## src/rtl/imem_fetch_responder_if.sv

```systemverilog
// Fetch-side bus between the IF stage (master) and the instruction-memory responder (slave).
interface imem_fetch_if;
  logic        req_valid;
  logic        req_ready;
  logic [31:0] req_addr;
  logic        flush;
  logic        resp_valid;
  logic [31:0] resp_instr;
  logic [31:0] resp_addr;
  logic        resp_err;

  modport master (
    output req_valid, req_addr, flush,
    input  req_ready, resp_valid, resp_instr, resp_addr, resp_err
  );

  modport slave (
    input  req_valid, req_addr, flush,
    output req_ready, resp_valid, resp_instr, resp_addr, resp_err
  );
endinterface

```

## src/rtl/imem_fetch_responder.sv

```systemverilog
// Instruction-memory responder: one fetch in flight, fixed LATENCY, flushable, with a load port.
// Optional IMEM_ALIGN_CHECK_EN flags misaligned fetches via resp_err and zeroes the returned word.
module imem_fetch_responder #(
  parameter int DEPTH   = 64,
  parameter int LATENCY = 2
) (
  input  logic        clk,
  input  logic        rst,
  imem_fetch_if.slave fetch,
  input  logic        ld_en,
  input  logic [31:0] ld_addr,
  input  logic [31:0] ld_data
);
  localparam int AW    = $clog2(DEPTH);
  localparam int CNT_W = (LATENCY > 2) ? $clog2(LATENCY - 1) : 1;
  localparam logic [CNT_W-1:0] CNT_INIT = (LATENCY > 2) ? CNT_W'(LATENCY - 2) : {CNT_W{1'b0}};

  typedef enum logic [1:0] {
    IDLE = 2'd0,
    BUSY = 2'd1,
    RESP = 2'd2
  } state_e;

  state_e            state_q, state_d;
  logic [CNT_W-1:0]  cnt_q, cnt_d;
  logic [31:0]       buf_instr_q, buf_instr_d;
  logic [31:0]       buf_addr_q, buf_addr_d;
  logic              buf_err_q, buf_err_d;
  logic [31:0]       resp_instr_q, resp_instr_d;
  logic [31:0]       resp_addr_q, resp_addr_d;
  logic              resp_err_q, resp_err_d;
  logic [31:0]       mem_q [DEPTH];

  logic [AW-1:0]     rd_idx_s;
  logic [AW-1:0]     ld_idx_s;
  logic [31:0]       rd_instr_s;
  logic              rd_err_s;
  logic              req_ready_s;
  logic              accept_s;
  logic              unused_ld_s;

  assign rd_idx_s    = fetch.req_addr[AW+1:2];
  assign ld_idx_s    = ld_addr[AW+1:2];
  assign unused_ld_s = ^{ld_addr[31:AW+2], ld_addr[1:0]};

  // Word captured at accept time; the misalignment check optionally overrides it.
  always_comb begin
    rd_err_s   = 1'b0;
    rd_instr_s = mem_q[rd_idx_s];
`ifdef IMEM_ALIGN_CHECK_EN
    if (fetch.req_addr[1:0] != 2'b00) begin
      rd_err_s   = 1'b1;
      rd_instr_s = 32'h0000_0000;
    end else begin
      rd_err_s   = 1'b0;
      rd_instr_s = mem_q[rd_idx_s];
    end
`endif
  end

  assign req_ready_s = rst & ((state_q == IDLE) | (state_q == RESP) | fetch.flush);
  assign accept_s    = fetch.req_valid & req_ready_s;

  // Next-state and datapath: an accept always wins, which covers both back-to-back and flush+request.
  always_comb begin
    state_d      = state_q;
    cnt_d        = cnt_q;
    buf_instr_d  = buf_instr_q;
    buf_addr_d   = buf_addr_q;
    buf_err_d    = buf_err_q;
    resp_instr_d = resp_instr_q;
    resp_addr_d  = resp_addr_q;
    resp_err_d   = resp_err_q;
    if (accept_s) begin
      if (LATENCY == 1) begin
        state_d      = RESP;
        resp_instr_d = rd_instr_s;
        resp_addr_d  = fetch.req_addr;
        resp_err_d   = rd_err_s;
      end else begin
        state_d     = BUSY;
        cnt_d       = CNT_INIT;
        buf_instr_d = rd_instr_s;
        buf_addr_d  = fetch.req_addr;
        buf_err_d   = rd_err_s;
      end
    end else begin
      case (state_q)
        IDLE: state_d = IDLE;
        BUSY: begin
          if (fetch.flush) begin
            state_d = IDLE;
          end else if (cnt_q == {CNT_W{1'b0}}) begin
            state_d      = RESP;
            resp_instr_d = buf_instr_q;
            resp_addr_d  = buf_addr_q;
            resp_err_d   = buf_err_q;
          end else begin
            cnt_d = cnt_q - CNT_W'(1);
          end
        end
        RESP:    state_d = IDLE;
        default: state_d = IDLE;
      endcase
    end
  end

  // Control and response registers; reset drops any fetch in flight.
  always_ff @(posedge clk or negedge rst) begin
    if (!rst) begin
      state_q      <= IDLE;
      cnt_q        <= {CNT_W{1'b0}};
      buf_instr_q  <= 32'h0000_0000;
      buf_addr_q   <= 32'h0000_0000;
      buf_err_q    <= 1'b0;
      resp_instr_q <= 32'h0000_0000;
      resp_addr_q  <= 32'h0000_0000;
      resp_err_q   <= 1'b0;
    end else begin
      state_q      <= state_d;
      cnt_q        <= cnt_d;
      buf_instr_q  <= buf_instr_d;
      buf_addr_q   <= buf_addr_d;
      buf_err_q    <= buf_err_d;
      resp_instr_q <= resp_instr_d;
      resp_addr_q  <= resp_addr_d;
      resp_err_q   <= resp_err_d;
    end
  end

  // Program image survives reset; a same-edge accept sees the old word (read-first).
  always_ff @(posedge clk) begin
    if (ld_en) begin
      mem_q[ld_idx_s] <= ld_data;
    end
  end

  assign fetch.req_ready  = req_ready_s;
  assign fetch.resp_valid = (state_q == RESP) & ~fetch.flush;
  assign fetch.resp_instr = resp_instr_q;
  assign fetch.resp_addr  = resp_addr_q;
  assign fetch.resp_err   = resp_err_q;
endmodule

```

## src/flat_wrapper.sv

```systemverilog
// flat-port wrapper written by rule: the top's interface ports become plain ports
module imem_fetch_responder_flat 
#(
  parameter int DEPTH   = 64,
  parameter int LATENCY = 2
)
  (clk, rst, ld_en, ld_addr, ld_data, fetch_req_valid, fetch_req_addr, fetch_flush, fetch_req_ready, fetch_resp_valid, fetch_resp_instr, fetch_resp_addr, fetch_resp_err);
  imem_fetch_if fetch_i ();
  input  logic clk;
  input  logic rst;
  input  logic ld_en;
  input  logic [31:0] ld_addr;
  input  logic [31:0] ld_data;
  input wire logic [$bits(fetch_i.req_valid)-1:0] fetch_req_valid;
  input wire logic [$bits(fetch_i.req_addr)-1:0] fetch_req_addr;
  input wire logic [$bits(fetch_i.flush)-1:0] fetch_flush;
  output wire logic [$bits(fetch_i.req_ready)-1:0] fetch_req_ready;
  output wire logic [$bits(fetch_i.resp_valid)-1:0] fetch_resp_valid;
  output wire logic [$bits(fetch_i.resp_instr)-1:0] fetch_resp_instr;
  output wire logic [$bits(fetch_i.resp_addr)-1:0] fetch_resp_addr;
  output wire logic [$bits(fetch_i.resp_err)-1:0] fetch_resp_err;
  assign fetch_i.req_valid = fetch_req_valid;
  assign fetch_i.req_addr = fetch_req_addr;
  assign fetch_i.flush = fetch_flush;
  assign fetch_req_ready = fetch_i.req_ready;
  assign fetch_resp_valid = fetch_i.resp_valid;
  assign fetch_resp_instr = fetch_i.resp_instr;
  assign fetch_resp_addr = fetch_i.resp_addr;
  assign fetch_resp_err = fetch_i.resp_err;
  imem_fetch_responder #(.DEPTH(DEPTH), .LATENCY(LATENCY)) u_core (.clk(clk), .rst(rst), .fetch(fetch_i), .ld_en(ld_en), .ld_addr(ld_addr), .ld_data(ld_data));
endmodule
```

## config.mk

```make
export PLATFORM = sky130hd
export DESIGN_NAME = imem_fetch_responder_flat
export DESIGN_NICKNAME = d
export VERILOG_FILES = /design/src/rtl/imem_fetch_responder_if.sv /design/src/rtl/imem_fetch_responder.sv /design/src/flat_wrapper.sv
export SDC_FILE = /design/constraint.sdc
export NUM_CORES = 2
export LEC_CHECK = 0
export CAP_MARGIN = 30
export CORE_UTILIZATION = 55
export CTS_BUF_LIST = sky130_fd_sc_hd__clkbuf_8 sky130_fd_sc_hd__clkbuf_16
export DETAILED_ROUTE_END_ITERATION = 8
export HOLD_SLACK_MARGIN = 0.15
export PLACE_DENSITY = 0.77
export SLEW_MARGIN = 10
export SYNTH_ARGS = -nofsm -noshare
export SYNTH_HDL_FRONTEND = slang
export SYNTH_SLANG_ARGS = --single-unit
```

## constraint.sdc

```tcl
create_clock -name clk -period 3 [get_ports clk]
set_clock_uncertainty 0.05 [all_clocks]
set_input_delay 0.6 -clock clk [delete_from_list [all_inputs] [get_ports clk]]
set_output_delay 0.6 -clock clk [all_outputs]
set_load 0.05 [all_outputs]
```

# Word level (Yosys, flattened, before mapping)
# Memory sizes are Yosys's and may differ from the RTL's. A register that Yosys moved wholly into a read port is not among the register bits.
# Cells that the tools add are included.
# W data, S select, Z words.
# word_totals
regBits,99
ram_bits,2048
in_bits,101
output_inout_bits,67
mem_count,1
# classes
addsub,1
eq_ne,4
mux,10
n_bitwise,8
n_reduce_logical,5
# memory_table
memory,depth,width,rd,rd_clocked_by_memory_dff,wr,line,rtl
u_core.mem_q,64,32,1,1,1,imem_fetch_responder.sv:32,logic [31:0] mem_q [DEPTH];
# op_table
op,n
$mux W2,4
$mux W1,6
$ne A4 B4 Y1 const B,1
$reduce_and A4 Y1,1
$and A1 B1 Y1,3
$not A1 Y1,3
$eq A2 B1 Y1 const B,1
$eq A2 B2 Y1 const B,1
$logic_not A2 Y1,1
$ne A2 B1 Y1 const B,1
$or A1 B1 Y1,2
$reduce_and A2 Y1,1
$reduce_bool A2 Y1,1
$logic_not A1 Y1,1
$sub A1 B1 Y1 const B,1

# Longest topological paths before layout
# logic_depth
depth_word,7
mapped_depth,11
depth_no_buf,6

# Worst setup path after synthesis
# No wires, ideal clock.
# synth_path
kind,in2reg
start,input ld_addr[7]
end,memory u_core.mem_q[39][0] (enable)
setup_ns,0.421
arrival_time_ns,2.798
required_time_ns,2.529
slack_ns,-0.269
path_stages,4
n_path_buf,2
path_cell_list,clkbuf_1 -> or3b_2 -> clkbuf_1 -> nor2_1
# synth_lines
element,line,rtl
"start, declared",flat_wrapper.sv:12,input logic [31:0] ld_addr;
"end, declared",imem_fetch_responder.sv:32,
# No word-level cell before the write port.

# Worst setup path after layout
# layout_path
start,register u_core.resp_instr_q[17] (netlist: u_core.fetch.resp_instr[17])
end,output fetch_resp_instr[17]
# layout_lines
element,line,rtl
"start, declared",imem_fetch_responder.sv:29,"logic [31:0] resp_instr_q, resp_instr_d;"
"start signal, assigned",imem_fetch_responder.sv:125,resp_instr_q <= resp_instr_d;
"end, declared",flat_wrapper.sv:19,output wire logic [$bits(fetch_i.resp_instr)-1:0] fetch_resp_instr;
# No word-level cell between the ends.

==> reports/qor.yml <==
setup_path:
  crit_path_top_delay_cell: "clkdlybuf4s50_1"
  end_kind: "output port"
  critPathRequiredTime_ns: 2.35
  crit_path_max_fanout: 2
  path_cells: "clkdlybuf4s50_1"
  cp.depth: 1
  crit_buf_inv: 1
  path_class: "reg2out"
  cp.arrival_ns: 2.26
  cp_top_family: "buffers and inverters"
  reg2reg_depth: 9
  startpoint_type: "flop"
  critPathMaxStageDelay_ns: 0.88
sta:
  whs_ns: 0.2209
  setup_viol: 0
  timing.fmax_mhz: 343.3
  fin_crit_sh_pct: 97.10
  hold_viol_final: 0
  slew_violations: 0
  worst_pin_slew_ns: 0.9917
  grt_setup_unrepaired: "no"
  setup_tns_ns: 0
  final.min_clock_period_ns: 2.913
  slew_headroom_pct: 33.38
grt:
  grt_remaining_overflow: 0
  grt_antenna_before_repair: 17
  grt_pass1_wl_um: 322100
  grt_pass1_vias: 45110
  grt_usage_pct: 30.46
  grt_max_degree: 68
floorplanning:
  die-area_um2: 151600
  rows: 141
  dieWidth_um: 389.4
  initial_core_util_pct: 55.63
  pin_count: 168
  die_h_um: 389.4
  coreArea_um2: 148400
cells_and_area:
  fin_cells: 6494
  register_area_um2: 64750
  design.final.nets: 4419
  multiInputGateArea_um2: 17140
  drive_gt1_share_pct: 32.11
  fill_cells: 8947
  areaGrowthSynthToFinish_pct: 17.85
detailed_routing:
  via_count: 44200
  post_drt_wl_per_cell_um: 35.22
  totalWireLength_um: 228700
  drc_errors: 0
  postRouteAntennaNets: 0
  dr.pass1.iters: 6
  dr.first_iter.drc_count: 6849
  routed_via_density: 6.807
cts:
  clk_pin_slew_worst_paths_ns: 0.06
  clock-sinks: 2178
  clkLatencyLatePin_ns: 0.85
  cts_tree: "built"
  post_cts_buffers: 0
  ctsResizeCount: 0
  cts_buffers: 197
  cts_hold_buf: 7
  htree_levels: 4
  clk_path_buf_depth: 3
  cts-root-buf: "clkbuf_16"
power_and_ir_drop:
  p_sw_uw: 14910
  leakagePower_uw: 0.03183
  internal_power_uw: 49340
  peakVddDrop_mv: 0.5631
  p_comb_share_pct: 8.4
  clkPwrFrac_pct: 38.2
  power_density_nw_per_um2: 660.5
  seqPwrFrac_pct: 53.4
  p_sw_share_pct: 23.21
synth:
  syn_area_per_cell_um2: 22.13
  ys.flop_type: "edfxtp_1"
  synthArstFlopShare_pct: 5.969
  synth_top_area_cell: "edfxtp_1"
  yosys_warnings: 0
  synth_top_area_share_pct: 74.51
  yosysMostFrequentCell: "edfxtp_1"
  ys_types: 55
  syn_area_um2: 82530
  synth_cells: 3729
  ys_seq_elements: 2178
  synth_area_leaders: "edfxtp_1 (75%), mux4_2 (14%), dfrtp_1 (3.9%)"
  ys_top_cells_by_count: "edfxtp_1 (2,048), mux4_2 (503), nand2_1 (159)"
  synth-edff-count: 2048
  ys_seq_area_share_pct: 78.46
  synth_fp_nets: 3830
worst_hold_path:
  hold_path_depth: 2
  min_path_type: "in2reg"
place:
  dp_hpwl_um: 133000
  portBuffers: 140
  dp_cells: 6114
  gp_congestion: 0.8823
status:
  status: "complete, no violations"
flow_run:
  cap_violations: 0
routing by layer:
metal / up-vias / GRT usage, % / routed length, um / share of wire [%]
met5: - / 0 / 77 / 0.034
met2: 3893 / 47.87 / 108700 / 48
met4: 12 / 17.37 / 14180 / 6.2
met3: 695 / 7.831 / 29740 / 13
li1: 16900 / - / - / -
met1: 22710 / 38.98 / 76070 / 33
power by group through the flow:
| stage | clock, uW | sequential (uW) | combinational, uW |
|---|---|---|---|
| after floorplan | 0 | 35700 | 1900 |
| after global placement | 0 | 34900 | 5150 |
| after detailed placement | 0 | 34900 | 5270 |
| after CTS | 24700 | 34300 | 5350 |
| after global routing | 25800 | 34300 | 5560 |
| final | 24600 | 34300 | 5380 |
placed cells by master, fill, tap and decap left out, types with 7 or more instances in the layout:
master,Yosys,layout
edfxtp_1,2048,2048
mux4_2,503,503
buf_4,29,314
clkbuf_16,0,197
nand2_1,159,159
buf_12,0,144
dfrtp_1,130,130
clkdlybuf4s50_1,0,101
a22oi_1,89,89
mux2_2,75,75
a21oi_1,75,75
nor2_4,0,66
inv_1,14,64
o22ai_1,62,62
clkinv_2,0,41
clkinv_1,0,37
mux2i_1,35,35
buf_2,49,32
nand3_1,26,25
o21ai_0,23,23
nor2_1,87,21
o221ai_1,20,20
bufinv_16,0,16
and3_1,14,14
or3_1,13,13
a32oi_1,13,13
a211oi_1,11,11
a311o_1,11,11
o21ai_1,11,11
nor2b_1,12,10
a221oi_1,9,9
nand2b_1,9,8
nor3_1,9,8
inv_6,0,7
dlygate4sd3_1,0,7
state kept, by name, summed over array words and instances (netlist names):
signal / count
u_core.buf_addr_q: 32
u_core.buf_instr_q: 32
u_core.fetch.resp_addr: 32
u_core.fetch.resp_instr: 32
u_core.mem_q: 2048
u_core.state_q: 2
final timing paths:
check	from	end	slack, ns
max in group asynchronous	rst	u_core.buf_instr_q[11]$_DFFE_PN0P_	1.34
hold / removal	ld_data[26]	u_core.mem_q[41][26]$_DFFE_PP_	0.22
setup / recovery	u_core.fetch.resp_instr[17]$_DFFE_PN0P_	fetch_resp_instr[17]	0.09
setup reg to reg	u_core.state_q[0]$_DFF_PN0_	u_core.buf_instr_q[7]$_DFFE_PN0P_	0.41
hold reg to reg	u_core.buf_addr_q[0]$_DFFE_PN0P_	u_core.buf_addr_q[0]$_DFFE_PN0P_	0.42
min in group asynchronous	rst	u_core.fetch.resp_addr[12]$_DFFE_PN0P_	0.31
metrics by stage:
| stage | cell area, um2 | utilization [%] | power [uW] | setup slack [ns] |
|---|---|---|---|---|
| 5_1_grt | 97250 | 65.55 | 65720 | 0.04685 |
| 6_report | 97270 | 65.56 | 64250 | 0.08710 |
| 3_3_place_gp | 90890 | 61.26 | 40000 | -0.3481 |
| 4_1_cts | 97250 | 65.55 | 64350 | 0.08010 |
| 3_5_place_dp | 90920 | 61.28 | 40170 | -0.3664 |
| 2_1_floorplan | 82550 | - | 37620 | -0.2692 |
cell type report:
type | count | share of cell area, %
Antenna cell | 5 | 0.01286
Clock buffer | 200 | 5.111
Clock inverter | 168 | 1.334
Inverter | 14 | 0.05403
Multi-Input combinational cell | 1325 | 17.62
Sequential cell | 2178 | 66.57
Tap cell | 2002 | 2.575
Timing Repair Buffer | 602 | 6.721
cell families after synthesis:
logic type,count (synthesis),synth area share [%]
and+or+nand+nor,357,1.942
buffers and inverters,226,1.452
other,1,0.004544
AOI/OAI and AO/OA,354,2.971
muxes,613,15.17
DFF,2178,78.46
No activity file was read; power rests on OpenSTA's default activity.
